File: src/rtl/regfile_pkg.sv
// Shared types and helpers for the multi-port register file slice.
package regfile_pkg;

    typedef enum logic [1:0] {
        BYP_NONE = 2'd0,
        BYP_COMB = 2'd1,
        BYP_REG  = 2'd2
    } bypass_mode_e;

    localparam int REG_X0 = 0;

    // Address width for a file of n registers; never narrower than one bit.
    function automatic int aw_f(input int n);
        return (n <= 2) ? 1 : $clog2(n);
    endfunction

endpackage

File: src/rtl/regfile_scoreboard.sv
// Per-register busy bits: set by allocation, cleared by writeback, set wins on collision.
module regfile_scoreboard
    import regfile_pkg::*;
#(
    parameter int NREGS  = 32,
    parameter int NREAD  = 2,
    parameter int NWRITE = 1,
    parameter int AW     = 5
) (
    input  logic                   clk,
    input  logic                   reset,
    input  logic [NWRITE-1:0]      we_i,
    input  logic [NWRITE*AW-1:0]   wa_i,
    input  logic                   alloc_en_i,
    input  logic [AW-1:0]          alloc_rd_i,
    input  logic [NREAD*AW-1:0]    rs_i,
    output logic [NREAD-1:0]       busy_o
);

    logic [NREGS-1:0] busy_q, busy_d;

    function automatic logic addr_ok(input logic [AW-1:0] a);
        return (a != AW'(REG_X0)) && (32'(a) < NREGS);
    endfunction

    always_comb begin
        busy_d = busy_q;
        for (int p = 0; p < NWRITE; p++) begin
            if (we_i[p] && addr_ok(wa_i[p*AW +: AW]))
                busy_d[wa_i[p*AW +: AW]] = 1'b0;
        end
        // Applied after the clears so a new producer supersedes the retiring one.
        if (alloc_en_i && addr_ok(alloc_rd_i))
            busy_d[alloc_rd_i] = 1'b1;
        busy_d[REG_X0] = 1'b0;
    end

    always_ff @(posedge clk or posedge reset) begin
        if (reset) busy_q <= '0;
        else       busy_q <= busy_d;
    end

    for (genvar i = 0; i < NREAD; i++) begin : g_lookup
        logic [AW-1:0] a;
        assign a         = rs_i[i*AW +: AW];
        assign busy_o[i] = addr_ok(a) ? busy_q[a] : 1'b0;
    end

endmodule

File: src/rtl/regfile_mp.sv
// Multi-port integer register file with selectable write bypass and busy scoreboard.
module regfile_mp
    import regfile_pkg::*;
#(
    parameter int XLEN   = 32,
    parameter int NREGS  = 32,
    parameter int NREAD  = 2,
    parameter int NWRITE = 1,
    parameter int BYPASS = int'(BYP_REG),
    localparam int AW    = aw_f(NREGS)
) (
    input  logic                     clk,
    input  logic                     reset,
    input  logic [NREAD*AW-1:0]      rs,
    output logic [NREAD*XLEN-1:0]    rdata,
    output logic [NREAD-1:0]         busy,
    input  logic [NWRITE-1:0]        we,
    input  logic [NWRITE*AW-1:0]     wa,
    input  logic [NWRITE*XLEN-1:0]   wd,
    input  logic                     alloc_en,
    input  logic [AW-1:0]            alloc_rd
);

    if (NREGS < 2 || NREGS > 32) begin : g_bad_nregs
        $error("regfile_mp: NREGS must be 2..32");
    end
    if (NREAD < 1 || NREAD > 6) begin : g_bad_nread
        $error("regfile_mp: NREAD must be 1..6");
    end
    if (NWRITE < 1 || NWRITE > 3) begin : g_bad_nwrite
        $error("regfile_mp: NWRITE must be 1..3");
    end
    if (BYPASS < 0 || BYPASS > 2) begin : g_bad_bypass
        $error("regfile_mp: BYPASS must be 0..2");
    end

    localparam bit MASK_BUSY = (BYPASS == int'(BYP_COMB));

    function automatic logic addr_ok(input logic [AW-1:0] a);
        return (a != AW'(REG_X0)) && (32'(a) < NREGS);
    endfunction

    logic [AW-1:0]   wa_a [NWRITE];
    logic [XLEN-1:0] wd_a [NWRITE];

    for (genvar p = 0; p < NWRITE; p++) begin : g_wunpack
        assign wa_a[p] = wa[p*AW +: AW];
        assign wd_a[p] = wd[p*XLEN +: XLEN];
    end

    // Storage; x0 is reset to zero and never written.
    logic [XLEN-1:0] regs_q [NREGS];

    always_ff @(posedge clk or posedge reset) begin
        if (reset) begin
            for (int r = 0; r < NREGS; r++) regs_q[r] <= '0;
        end else begin
            // Ascending order: the highest-indexed port to the same address lands last.
            for (int p = 0; p < NWRITE; p++) begin
                if (we[p] && addr_ok(wa_a[p])) regs_q[wa_a[p]] <= wd_a[p];
            end
        end
    end

    // Bypass source per write port, chosen by mode; the read mux is mode-agnostic.
    logic [NWRITE-1:0] bsel_vld;
    logic [AW-1:0]     bsel_wa [NWRITE];
    logic [XLEN-1:0]   bsel_wd [NWRITE];

    if (BYPASS == int'(BYP_COMB)) begin : g_comb
        for (genvar p = 0; p < NWRITE; p++) begin : g_p
            assign bsel_vld[p] = we[p] & ~reset;
            assign bsel_wa[p]  = wa_a[p];
            assign bsel_wd[p]  = wd_a[p];
        end
    end else if (BYPASS == int'(BYP_REG)) begin : g_reg
        logic [NWRITE-1:0] byp_vld_q;
        logic [AW-1:0]     byp_wa_q [NWRITE];
        logic [XLEN-1:0]   byp_wd_q [NWRITE];

        always_ff @(posedge clk or posedge reset) begin
            if (reset) begin
                byp_vld_q <= '0;
                for (int p = 0; p < NWRITE; p++) begin
                    byp_wa_q[p] <= '0;
                    byp_wd_q[p] <= '0;
                end
            end else begin
                for (int p = 0; p < NWRITE; p++) begin
                    byp_vld_q[p] <= (we[p] === 1'b1) && (wa_a[p] != AW'(REG_X0));
                    byp_wa_q[p]  <= wa_a[p];
                    byp_wd_q[p]  <= wd_a[p];
                end
            end
        end

        for (genvar p = 0; p < NWRITE; p++) begin : g_p
            assign bsel_vld[p] = byp_vld_q[p];
            assign bsel_wa[p]  = byp_wa_q[p];
            assign bsel_wd[p]  = byp_wd_q[p];
        end
    end else begin : g_none
        for (genvar p = 0; p < NWRITE; p++) begin : g_p
            assign bsel_vld[p] = 1'b0;
            assign bsel_wa[p]  = '0;
            assign bsel_wd[p]  = '0;
        end
    end

    logic [NREAD-1:0] sb_busy;

    regfile_scoreboard #(
        .NREGS  (NREGS),
        .NREAD  (NREAD),
        .NWRITE (NWRITE),
        .AW     (AW)
    ) u_sb (
        .clk        (clk),
        .reset      (reset),
        .we_i       (we),
        .wa_i       (wa),
        .alloc_en_i (alloc_en),
        .alloc_rd_i (alloc_rd),
        .rs_i       (rs),
        .busy_o     (sb_busy)
    );

    for (genvar i = 0; i < NREAD; i++) begin : g_rd
        logic [AW-1:0]   a;
        logic            hit;
        logic [XLEN-1:0] d;

        assign a = rs[i*AW +: AW];

        always_comb begin
            hit = 1'b0;
            d   = addr_ok(a) ? regs_q[a] : '0;
            for (int p = 0; p < NWRITE; p++) begin
                if (addr_ok(a) && bsel_vld[p] && bsel_wa[p] == a) begin
                    hit = 1'b1;
                    d   = bsel_wd[p];
                end
            end
        end

        assign rdata[i*XLEN +: XLEN] = d;
        // Same-cycle write-through already delivers the value, so the reader need not stall.
        assign busy[i] = sb_busy[i] & ~(hit & MASK_BUSY);
    end

endmodule

File: config.mk
export PLATFORM = sky130hd
export DESIGN_NAME = regfile_mp
export DESIGN_NICKNAME = d
export VERILOG_FILES = /design/src/rtl/regfile_pkg.sv /design/src/rtl/regfile_scoreboard.sv /design/src/rtl/regfile_mp.sv
export SDC_FILE = /design/constraint.sdc
export NUM_CORES = 2
export LEC_CHECK = 0
export BUFFER_PORTS_ARGS = -buffer_cell sky130_fd_sc_hd__buf_2
export CORE_MARGIN = 8
export CORE_UTILIZATION = 64
export CTS_CLUSTER_SIZE = 12
export DETAILED_ROUTE_END_ITERATION = 10
export GPL_TIMING_DRIVEN = 0
export PLACE_DENSITY = 0.89
export SLEW_MARGIN = 20
export SYNTH_ARGS = -nofsm -noshare
export SYNTH_HDL_FRONTEND = slang
export SYNTH_SLANG_ARGS = --single-unit
File: constraint.sdc
create_clock -name clk -period 45.2 [get_ports clk]
set_input_delay 6.78 -clock clk [delete_from_list [all_inputs] [get_ports clk]]
set_output_delay 6.78 -clock clk [all_outputs]
set_load 0.01 [all_outputs]
==> flow_metrics.tcl <==
set metrics [dict create \
    outcome "completed" \
    synth_top_family_by_area "multiplexers" \
    worstPathMaxFanout 10 \
    r2r_start "regs_q[639]" \
    arrival_ns 10.63 \
    vdd_drop_max_uv 32.6 \
    cp_common_cell "buf_2" \
    yosysWarnings 0 \
    rr_endpoint "regs_q[639]" \
    wl_met2_mm 93.4 \
    track_usage_pct 47.5 \
    muxShareOfSynthArea_pct 42.0 \
    max_stage_delay_ns 1.05 \
    mostFrequentLayoutCell "dfrtp_1" \
    via_count 45806 \
    initial_core_util_pct 64.3 \
    clkTransAtPathRegs_ns 0.06 \
    yosys.area_share.simple_pct 1.82 \
    nNetsFinal 4277 \
    pwr-share-clk_pct 32.0 \
    clk-insertion-delay-late_ns 0.74 \
    leakage_nw 28.4 \
    hold_violations 0 \
    via_per_inst 8.30 \
    finalPower_mw 2.88 \
    ys_ff_latch 1093 \
    worst_pin_slew_ns 1.41 \
    cts-buffers-inserted 112 \
    seq_area_frac_synth_pct 47.4 \
    skew_ns 0 \
    syn2layout_area_growth_pct 10.7 \
    endpoint_kind "primary output" \
    synth_xor_xnor_area_share_pct 0.152 \
    synth-compound-area-share_pct 5.13 \
    grt_pass1_wl_mm 332 \
    p_per_area_nw_per_um2 45.1 \
    ys_async_sr_fraction_pct 100 \
    syn_area_sq_um 57700 \
    synth.avg_cell_area_sq_um 14.5 \
    h-tree-depth 3 \
    synth_adder_area_share_pct 0 \
    syn_inst 3979 \
    port_buffers 112 \
    dieHeight_um 316 \
    r2r_slack_ns 44.34 \
    final_cell_mix "1,093 x dfrtp_1, 1,063 x mux2_2, 399 x mux4_2" \
    synth_top_cells_by_area "dfrtp_1 47%, mux2_2 21%, mux4_2 16%" \
    netlist.area_leader.share_pct 47.4 \
    rsz0062_at_grt "no" \
    cp_num_buf_inv 4 \
    grt_remaining_overflow 0 \
    wl_mm 240 \
    cts_buffer_depth 3 \
    start_kind "input pin" \
    synth-main-ff-cell "dfrtp_1" \
    hold_depth 1 \
    maxSlewHeadroom_pct 5.73 \
    place_hpwl_mm 154 \
    synth_top_cell_by_area "dfrtp_1" \
    synth_edf_count 0 \
    drc 0 \
    die_w_um 316 \
    finalCritPeriodShare_pct 38.5 \
    cpMaxStageDelayCell "nand3b_1" \
    hold_path.class "register to register" \
    cts_sinks 1093 \
    placementRows 110 \
    post-route-min-period_ns 17.41 \
    cp_cell_sequence "buf_2 -> buf_2 -> buf_2 -> nand3b_1 -> o221ai_1 -> a21oi_1 -> a21oi_1 -> a22o_1 -> buf_2" \
    grt_max_degree 109 \
    ios 122 \
    hold_buffers 0 \
    worstSetupPathType "input pin to primary output" \
    worstRegToRegCells 1 \
    fin_cells 5517 \
    crit_end "rdata[34]" \
    antenna_found_initial 20 \
    gp_congestion 1.07 \
    finalMaxSlewViolations 0 \
    cp_num_cells 9 \
    max_freq_ghz 0.0574 \
    topRoutingLayerUsed "met5" \
    maxCapViolCount 0 \
    dp_cells 5283 \
    crit_family "buffers and inverters" \
    antenna_left 0 \
    power_frac_comb_pct 22.3 \
    grt_pass1_vias 45236 \
    p_seq_share_pct 45.7 \
    cts_root_buffer "clkbuf_16" \
    drive_gt1_share_pct 45.8 \
    sw_frac_of_total_pct 30.2 \
    dieArea_sq_um 100000 \
    dr_wl_met3_mm 45.9 \
    cp.required_ns 38.42 \
    syn-num-nets 4035 \
    post_drt_wl_per_cell_um 43.5 \
    power_switching_uw 870 \
    wl_met1_mm 73.6 \
    startpoint "rs[7]" \
    synth.distinct_cells 51 \
    cts_tree "yes" \
    cts_resized 0 \
    setup_viol_count_final 0 \
    drtPass1Iterations 9 \
    drt_first_iter_violations 9487 \
    core-area_sq_um 89700 \
    cts_setup_buffers 0 \
    internal-power_mw 2.01 \
]
-- sequential cells by signal (all words and copies together), names as in the netlist --
| name | cells |
|---|---|
| regs_q | 1024 |
| u_sb.busy_q | 31 |
| bsel_wd | 32 |
| bsel_wa | 5 |
| bsel_vld | 1 |
-- synthesized netlist by cell type (3+ instances only) --
library cell,count
mux4_2,399
a32o_1,5
o32ai_1,4
a21oi_1,33
nand2_1,81
inv_1,7
o2111ai_1,5
nand4_1,14
a22o_1,46
nor2b_1,11
mux2i_1,330
dfrtp_1,1093
o22ai_1,69
buf_1,48
xnor2_1,8
a211oi_1,17
buf_6,4
buf_2,117
o221ai_1,3
nand4b_1,3
a22oi_1,117
nor2_1,26
o21ai_0,56
nand3_1,47
a221oi_1,14
and2_1,4
a211o_1,31
o21ai_1,9
buf_4,31
mux2_2,1063
nor3_1,3
nand3b_1,6
nor3b_1,6
clkbuf_1,244
nand2b_1,5
-- power groups by stage --
stage,Sequential [mW],Combinational [mW],Clock (mW)
3_3_place_gp,1.30,0.579,0
3_5_place_dp,1.31,0.606,0
4_1_cts,1.30,0.616,0.905
2_1_floorplan,1.27,0.451,0
6_report,1.32,0.642,0.922
5_1_grt,1.33,0.656,0.943
-- worst min path at each step --
stage,from,endpoint,slack [ns]
after global placement,regs_q[1002],regs_q[1002],0.45
after floorplan,regs_q[1000],regs_q[1000],0.44
after global routing,regs_q[1011],regs_q[1011],0.50
final,regs_q[1018],regs_q[1018],0.48
after CTS,regs_q[1016],regs_q[1016],0.48
after detailed placement,regs_q[1002],regs_q[1002],0.47
-- layer usage --
layer	track usage [%]	vias to the layer above
met1	53.5	22778
met2	62.4	5384
met3	30.3	1800
li1	-	15828
met4	38.9	16
met5	3.60	-
-- per-stage QoR --
step / setup WS, ns / hold WS (ns) / setup TNS, ns / utilization (%) / area, sq um
global placement: -3.26 / 0.452 / -3361.94 / 66.6 / 59700
global route: 28.10 / 0.496 / 0 / 71.1 / 63800
detailed placement: 28.21 / 0.468 / 0 / 67.1 / 60200
floorplan: 7.65 / 0.441 / 0 / - / 57700
finish: 27.79 / 0.485 / 0 / 71.1 / 63800
CTS: 28.18 / 0.482 / 0 / 71.0 / 63700
-- kinds of logic (layout without fill, tap and decap cells) --
| group | after synthesis | after routing |
|---|---|---|
| xor+xnor | 10 | 10 |
| simple gates | 215 | 215 |
| compound gates | 418 | 418 |
| other cells | 0 | 36 |
| mux | 1792 | 1792 |
| flops | 1093 | 1093 |
| buf+inv | 451 | 777 |
-- layout make-up --
type	instances	area, sq um
well taps	1176	1470
repair buffers	128	961
inverters	7	33.8
clock buffers	172	3260
multi-input cells	2435	28400
flip-flops and latches	1093	27400
plain buffers	444	2030
diodes	36	90.1
fillers	5676	25900
clock inverters	26	260
No activity file was read; power rests on OpenSTA's default activity.
